### config.mk
export PLATFORM = sky130hd
export DESIGN_NAME = alu_result_stage_flat
export DESIGN_NICKNAME = d
export VERILOG_FILES = /design/src/rtl/alu_result_stage_if.sv /design/src/rtl/alu_result_stage.sv /design/src/flat_wrapper.sv
export SDC_FILE = /design/constraint.sdc
export NUM_CORES = 1
export LEC_CHECK = 0
export CAP_MARGIN = 20
export CORE_UTILIZATION = 50
export DETAILED_ROUTE_END_ITERATION = 7
export GPL_TIMING_DRIVEN = 0
export PLACE_DENSITY = 0.77
export SETUP_SLACK_MARGIN = 0.15
export SYNTH_ARGS = -nofsm -noshare
export SYNTH_HDL_FRONTEND = slang
export SYNTH_SLANG_ARGS = --single-unit
### constraint.sdc
create_clock -name clk -period 2.02 [get_ports clk]
set_input_delay 0.202 -clock clk [delete_from_list [all_inputs] [get_ports clk]]
set_output_delay 0.202 -clock clk [all_outputs]
set_load 0.05 [all_outputs]
### src/rtl/alu_result_stage_if.sv
// alu_result_stage_if: handshake and status bundle between the ALU, the result
// stage and the writeback consumer.
//   in_*           ALU side: valid/ready push of result, flags and command
//   out_*          consumer side: valid/ready pop of head entry, flags {N,Z,C,V}
//   sticky_*       sticky carry/overflow status and its single-cycle clear
//   ovf_count      saturating count of accepted entries with overflow
// Modport slave is the stage itself; master is the surrounding logic.
interface alu_result_stage_if #(
    parameter int unsigned WIDTH = 32,
    parameter int unsigned CNT_W = 16
);
    logic             in_valid;
    logic             in_ready;
    logic [WIDTH-1:0] in_result;
    logic             in_carryout;
    logic             in_zero;
    logic             in_overflow;
    logic [2:0]       in_command;
    logic             out_valid;
    logic             out_ready;
    logic [WIDTH-1:0] out_result;
    logic [3:0]       out_flags;
    logic [2:0]       out_command;
    logic             sticky_carry;
    logic             sticky_ovf;
    logic             sticky_clear;
    logic [CNT_W-1:0] ovf_count;

    modport slave (
        input  in_valid, in_result, in_carryout, in_zero, in_overflow, in_command,
        input  out_ready, sticky_clear,
        output in_ready, out_valid, out_result, out_flags, out_command,
        output sticky_carry, sticky_ovf, ovf_count
    );

    modport master (
        output in_valid, in_result, in_carryout, in_zero, in_overflow, in_command,
        output out_ready, sticky_clear,
        input  in_ready, out_valid, out_result, out_flags, out_command,
        input  sticky_carry, sticky_ovf, ovf_count
    );
endinterface

### src/rtl/alu_result_stage.sv
// alu_result_stage: registered result/flag stage behind the 32-bit ALU.
// Captures result, flags and command into a 2-entry in-order FIFO, derives the
// negative flag, and keeps sticky carry/overflow bits plus a saturating
// overflow event counter.
//   clk    rising-edge clock
//   rst_n  asynchronous active-low reset
//   bus    alu_result_stage_if.slave (handshakes, head entry, status)
module alu_result_stage #(
    parameter int unsigned WIDTH = 32,
    parameter int unsigned DEPTH = 2,
    parameter int unsigned CNT_W = 16
) (
    input  logic               clk,
    input  logic               rst_n,
    alu_result_stage_if.slave  bus
);

    // Head is what out_* shows; it is only overwritten by a new head, so after
    // the last pop it keeps the last popped entry.
    logic [WIDTH-1:0] head_result_q, head_result_d;
    logic [3:0]       head_flags_q, head_flags_d;
    logic [2:0]       head_cmd_q, head_cmd_d;
    logic [WIDTH-1:0] tail_result_q, tail_result_d;
    logic [3:0]       tail_flags_q, tail_flags_d;
    logic [2:0]       tail_cmd_q, tail_cmd_d;
    logic [1:0]       count_q, count_d;
    logic             in_ready_q, in_ready_d;
    logic             sticky_carry_q, sticky_carry_d;
    logic             sticky_ovf_q, sticky_ovf_d;
    logic [CNT_W-1:0] ovf_count_q, ovf_count_d;

    logic             push, pop;
    logic [3:0]       new_flags;
    logic             new_neg;
    logic [CNT_W-1:0] ovf_base;

    assign push = bus.in_valid && in_ready_q;
    assign pop  = (count_q != 2'd0) && bus.out_ready;

    // Negative is only meaningful for add/sub results.
    assign new_neg   = (bus.in_command == 3'b000 || bus.in_command == 3'b001) ?
                       bus.in_result[WIDTH-1] : 1'b0;
    assign new_flags = {new_neg, bus.in_zero, bus.in_carryout, bus.in_overflow};

    always_comb begin
        head_result_d = head_result_q;
        head_flags_d  = head_flags_q;
        head_cmd_d    = head_cmd_q;
        tail_result_d = tail_result_q;
        tail_flags_d  = tail_flags_q;
        tail_cmd_d    = tail_cmd_q;
        count_d       = count_q;

        unique case (count_q)
            2'd0: begin
                if (push) begin
                    head_result_d = bus.in_result;
                    head_flags_d  = new_flags;
                    head_cmd_d    = bus.in_command;
                    count_d       = 2'd1;
                end
            end
            2'd1: begin
                if (push && pop) begin
                    head_result_d = bus.in_result;
                    head_flags_d  = new_flags;
                    head_cmd_d    = bus.in_command;
                end else if (push) begin
                    tail_result_d = bus.in_result;
                    tail_flags_d  = new_flags;
                    tail_cmd_d    = bus.in_command;
                    count_d       = 2'd2;
                end else if (pop) begin
                    count_d = 2'd0;
                end
            end
            default: begin
                // Full: in_ready is low, so only a pop can happen here.
                if (pop) begin
                    head_result_d = tail_result_q;
                    head_flags_d  = tail_flags_q;
                    head_cmd_d    = tail_cmd_q;
                    count_d       = 2'd1;
                end
            end
        endcase

        in_ready_d = (count_d != 2'(DEPTH));

        // Clear first, then apply the push so a same-cycle event is not lost.
        sticky_carry_d = (bus.sticky_clear ? 1'b0 : sticky_carry_q) | (push & bus.in_carryout);
        sticky_ovf_d   = (bus.sticky_clear ? 1'b0 : sticky_ovf_q) | (push & bus.in_overflow);

        ovf_base    = bus.sticky_clear ? '0 : ovf_count_q;
        ovf_count_d = ovf_base;
        if (push && bus.in_overflow && (ovf_base != {CNT_W{1'b1}})) begin
            ovf_count_d = ovf_base + CNT_W'(1);
        end
    end

    always_ff @(posedge clk or negedge rst_n) begin
        if (!rst_n) begin
            head_result_q  <= '0;
            head_flags_q   <= '0;
            head_cmd_q     <= '0;
            tail_result_q  <= '0;
            tail_flags_q   <= '0;
            tail_cmd_q     <= '0;
            count_q        <= 2'd0;
            in_ready_q     <= 1'b1;
            sticky_carry_q <= 1'b0;
            sticky_ovf_q   <= 1'b0;
            ovf_count_q    <= '0;
        end else begin
            head_result_q  <= head_result_d;
            head_flags_q   <= head_flags_d;
            head_cmd_q     <= head_cmd_d;
            tail_result_q  <= tail_result_d;
            tail_flags_q   <= tail_flags_d;
            tail_cmd_q     <= tail_cmd_d;
            count_q        <= count_d;
            in_ready_q     <= in_ready_d;
            sticky_carry_q <= sticky_carry_d;
            sticky_ovf_q   <= sticky_ovf_d;
            ovf_count_q    <= ovf_count_d;
        end
    end

    assign bus.in_ready     = in_ready_q;
    assign bus.out_valid    = (count_q != 2'd0);
    assign bus.out_result   = head_result_q;
    assign bus.out_flags    = head_flags_q;
    assign bus.out_command  = head_cmd_q;
    assign bus.sticky_carry = sticky_carry_q;
    assign bus.sticky_ovf   = sticky_ovf_q;
    assign bus.ovf_count    = ovf_count_q;

endmodule

### src/flat_wrapper.sv
// flat-port wrapper written by rule: the top's interface ports become plain ports
module alu_result_stage_flat 
#(
    parameter int unsigned WIDTH = 32,
    parameter int unsigned DEPTH = 2,
    parameter int unsigned CNT_W = 16
)
  (clk, rst_n, bus_in_valid, bus_in_result, bus_in_carryout, bus_in_zero, bus_in_overflow, bus_in_command, bus_out_ready, bus_sticky_clear, bus_in_ready, bus_out_valid, bus_out_result, bus_out_flags, bus_out_command, bus_sticky_carry, bus_sticky_ovf, bus_ovf_count);
  alu_result_stage_if #(.WIDTH(WIDTH), .CNT_W(CNT_W)) bus_i ();
  input  logic clk;
  input  logic rst_n;
  input wire logic [$bits(bus_i.in_valid)-1:0] bus_in_valid;
  input wire logic [$bits(bus_i.in_result)-1:0] bus_in_result;
  input wire logic [$bits(bus_i.in_carryout)-1:0] bus_in_carryout;
  input wire logic [$bits(bus_i.in_zero)-1:0] bus_in_zero;
  input wire logic [$bits(bus_i.in_overflow)-1:0] bus_in_overflow;
  input wire logic [$bits(bus_i.in_command)-1:0] bus_in_command;
  input wire logic [$bits(bus_i.out_ready)-1:0] bus_out_ready;
  input wire logic [$bits(bus_i.sticky_clear)-1:0] bus_sticky_clear;
  output wire logic [$bits(bus_i.in_ready)-1:0] bus_in_ready;
  output wire logic [$bits(bus_i.out_valid)-1:0] bus_out_valid;
  output wire logic [$bits(bus_i.out_result)-1:0] bus_out_result;
  output wire logic [$bits(bus_i.out_flags)-1:0] bus_out_flags;
  output wire logic [$bits(bus_i.out_command)-1:0] bus_out_command;
  output wire logic [$bits(bus_i.sticky_carry)-1:0] bus_sticky_carry;
  output wire logic [$bits(bus_i.sticky_ovf)-1:0] bus_sticky_ovf;
  output wire logic [$bits(bus_i.ovf_count)-1:0] bus_ovf_count;
  assign bus_i.in_valid = bus_in_valid;
  assign bus_i.in_result = bus_in_result;
  assign bus_i.in_carryout = bus_in_carryout;
  assign bus_i.in_zero = bus_in_zero;
  assign bus_i.in_overflow = bus_in_overflow;
  assign bus_i.in_command = bus_in_command;
  assign bus_i.out_ready = bus_out_ready;
  assign bus_i.sticky_clear = bus_sticky_clear;
  assign bus_in_ready = bus_i.in_ready;
  assign bus_out_valid = bus_i.out_valid;
  assign bus_out_result = bus_i.out_result;
  assign bus_out_flags = bus_i.out_flags;
  assign bus_out_command = bus_i.out_command;
  assign bus_sticky_carry = bus_i.sticky_carry;
  assign bus_sticky_ovf = bus_i.sticky_ovf;
  assign bus_ovf_count = bus_i.ovf_count;
  alu_result_stage #(.WIDTH(WIDTH), .DEPTH(DEPTH), .CNT_W(CNT_W)) u_core (.clk(clk), .rst_n(rst_n), .bus(bus_i));
endmodule
==> impl_results.md <==
- Status: completed
- Placed cell count: 588
- CTS clk-pin slew, worst paths: 0.10 ns
- Die Ht: 96.3 um
- Area Overhead vs Synth: 34.1%
- Final WL: 10100 um
- Unrepaired setup endpoints after global routing: yes
- I/O pin total: 102
- Mapped cell area: 4450 um^2
- Post-synthesis sequential area ratio: 55.7%
- Mapped Cells: 378
- NumNets Final: 539
- Dpl hpwl: 7120 um
- Crit path required time: 1.82 ns
- Area leader, netlist: dfrtp_1
- Number of global-route vias before repair: 3333
- GRT Overall Usage: 23.3%
- Critical path capture point type: primary output
- GR Overflow Total: 0
- Pre-Repair DR Iteration Count: 4
- CTS Buf Count: 9
- Global-route wire length before repair: 16200 um
- Critical Path Source Type: flop
- Synth area leaders: dfrtp_1, mux2_2, mux2i_1
- Die area: 9280 um^2
- CTS tree: yes
- Clk sink count: 99
- CP Cell Sequence: clkdlybuf4s50_1
- Power per cell area: 1300 nW/um^2
- Layout cells sized above 1: 19.4%
- Yosys Warn Count: 0
- Unique masters post-synth: 43
- Initial antenna violation count: 0
- Largest net degree at the start of global routing: 56
- CORE AREA: 8680 um^2
- GP Congestion: 0.891
- DR iter-0 viols: 175
- Worst slew pin tran: 0.761 ns
- Post-synth EDFFs: 0
- Pleak: 2.55 nW
- Setup Viol. Count Final: 0
- Slew Limit Headroom: 49.3%
- Via count: 3353
- Chip Width: 96.3 um
- Ys async rst share: 100%
- Crit path max-delay family: buffers and inverters
- Final period util: 90.6%
- Critical path type: reg2out
- Maximum root-to-sink buffer count: 2
- DRC violations left: 0
- Number of diodes: 0
- Worst path arrival time: 1.63 ns
- Slew Limit Fails: 0
- Skew-Pair Late Insertion Delay: 0.37 ns
- Port bufs: 101
- MaxCap Viol Count: 0
- Post-route ant nets: 0
- Synth Register Bits: 99
- Fmax: 547 MHz
- Top_reg_cell synth: dfrtp_1
- Slowest cell on crit path: clkdlybuf4s50_1
- Setup WS post-layout: 0.190 ns
- CTS Root Cell: clkbuf_8
- Power Total: 7.77 mW
- H-tree Lvls: 3
- Worst slack, placed: -0.516 ns
- Worst hold path class: in2async
- Top-area cell type share of the netlist area: 55.1%
- Drt wl/cell: 16.6 um
- Buf/Inv on CP: 1
- Fin crit period: 1.83 ns
- Via density: 5.51
- Final core utilization: 68.8%
- FP Rows: 34
- Final hold violations: 0
- Fill cells: 674
- Mapped Nets: 422
- Fin Setup TNS: 0 ns
- Max FO, Critical Path: 4
- Clock Skew: 0.0138 ns
- Syn Area/Cell: 11.8 um^2
- CP peak stage delay: 0.83 ns
- Initial Util: 51.3%
- Non-Filler Instances: 608
- Peak supply drop: 0.00118 V
-- sequential cells by signal, summed over array words and instances, names as in the netlist --
| register | cells |
|---|---|
| u_core.bus.out_result | 32 |
| u_core.bus.sticky_carry | 1 |
| u_core.bus.out_command | 3 |
| u_core.tail_cmd_q | 3 |
| u_core.bus.out_flags | 4 |
| u_core.bus.ovf_count | 16 |
| u_core.count_q | 2 |
| u_core.bus.in_ready | 1 |
| u_core.tail_flags_q | 4 |
| u_core.bus.sticky_ovf | 1 |
| u_core.tail_result_q | 32 |
-- metal layers --
layer	up-vias	global-route usage, %	routed length (um)
li1	1562	-	-
met1	1667	29.8	4190
met2	113	37.9	5020
met3	11	6.95	762
met4	0	7.48	133
met5	-	0	0
-- through the flow --
stage	instance area [um^2]	hold slack, ns
CTS	5950	0.393
detailed placement	5700	0.246
finish	5970	0.376
global placement	5680	0.462
floorplan	4530	-0.0936
global route	5970	0.432
-- cells in the final DEF, fill, tap and decap left out, types with 4 or more instances in the layout --
cell type	Yosys	layout
a21oi_1	9	6
and4_1	4	4
buf_2	11	9
buf_4	2	5
clkbuf_1	9	8
clkbuf_8	0	12
clkdlybuf4s50_1	0	94
dfrtp_1	98	93
dfrtp_2	0	5
inv_1	4	4
mux2_2	41	37
mux2_4	0	4
mux2i_1	38	38
nand2_1	49	48
nand3_1	6	6
nand4_1	5	5
nor2_1	8	7
nor2b_1	10	8
o21ai_0	39	39
xnor2_1	8	8
-- layout make-up --
class / instances / area (um^2) / area share (%)
sequential: 99 / 2480 / 41.6
multi-input combinational: 252 / 1910 / 32.0
inverter: 4 / 15.0 / 0.252
clock buffer: 11 / 151 / 2.54
clock inverter: 5 / 60.1 / 1.01
timing repair buffer: 106 / 1070 / 18.0
buffer: 23 / 138 / 2.31
tap: 108 / 135 / 2.26
-- cells by family (layout without fill, tap and decap cells) --
logic type	Yosys count	after routing	share of synthesized area (%)
mux	82	82	19.7
compound gates	63	63	8.52
xor+xnor	9	9	1.77
fa+ha+maj	1	1	0.281
buf+inv	27	149	2.92
flops	99	99	55.7
simple gates	97	97	11.1
-- worst paths after layout --
path,start,to,slack (ns),cells after the start
max,u_core.bus.ovf_count[9]$_DFF_PN0_,bus_ovf_count[9],0.19,1
min,rst_n,u_core.bus.ovf_count[0]$_DFF_PN0_,0.38,2
max reg2reg,u_core.bus.in_ready$_DFF_PN1_,u_core.tail_result_q[13]$_DFFE_PN0P_,0.21,4
min reg2reg,u_core.bus.out_result[4]$_DFFE_PN0P_,u_core.bus.out_result[4]$_DFFE_PN0P_,0.49,2
max in group asynchronous,rst_n,u_core.bus.in_ready$_DFF_PN1_,0.92,3
min in group clk,bus_in_result[19],u_core.tail_result_q[19]$_DFFE_PN0P_,0.48,2
-- where the power goes --
part | switching, mW | internal (mW)
logic | 2.02 | 1.26
clock network | 0.694 | 0.645
registers | 0.421 | 2.73
-- repair_timing --
| action | in CTS | in global routing |
|---|---|---|
| hold buffers | 1 | 0 |
| buffers inserted | 2 | 1 |
| resized for setup | 7 | 4 |
| endpoints found under the hold margin | 44 | 0 |
| pin swaps | 0 | 0 |
| setup endpoints to repair | 48 | 39 |
-- synth_stat cells, types with 5 or more instances --
cell,n
mux2_2,41
buf_2,11
nor2_1,8
dfrtp_1,98
nor2b_1,10
clkbuf_1,9
nand4_1,5
o21ai_0,39
a21oi_1,9
xnor2_1,8
nand3_1,6
mux2i_1,38
nand2_1,49
(Power assumes the default switching activity.)
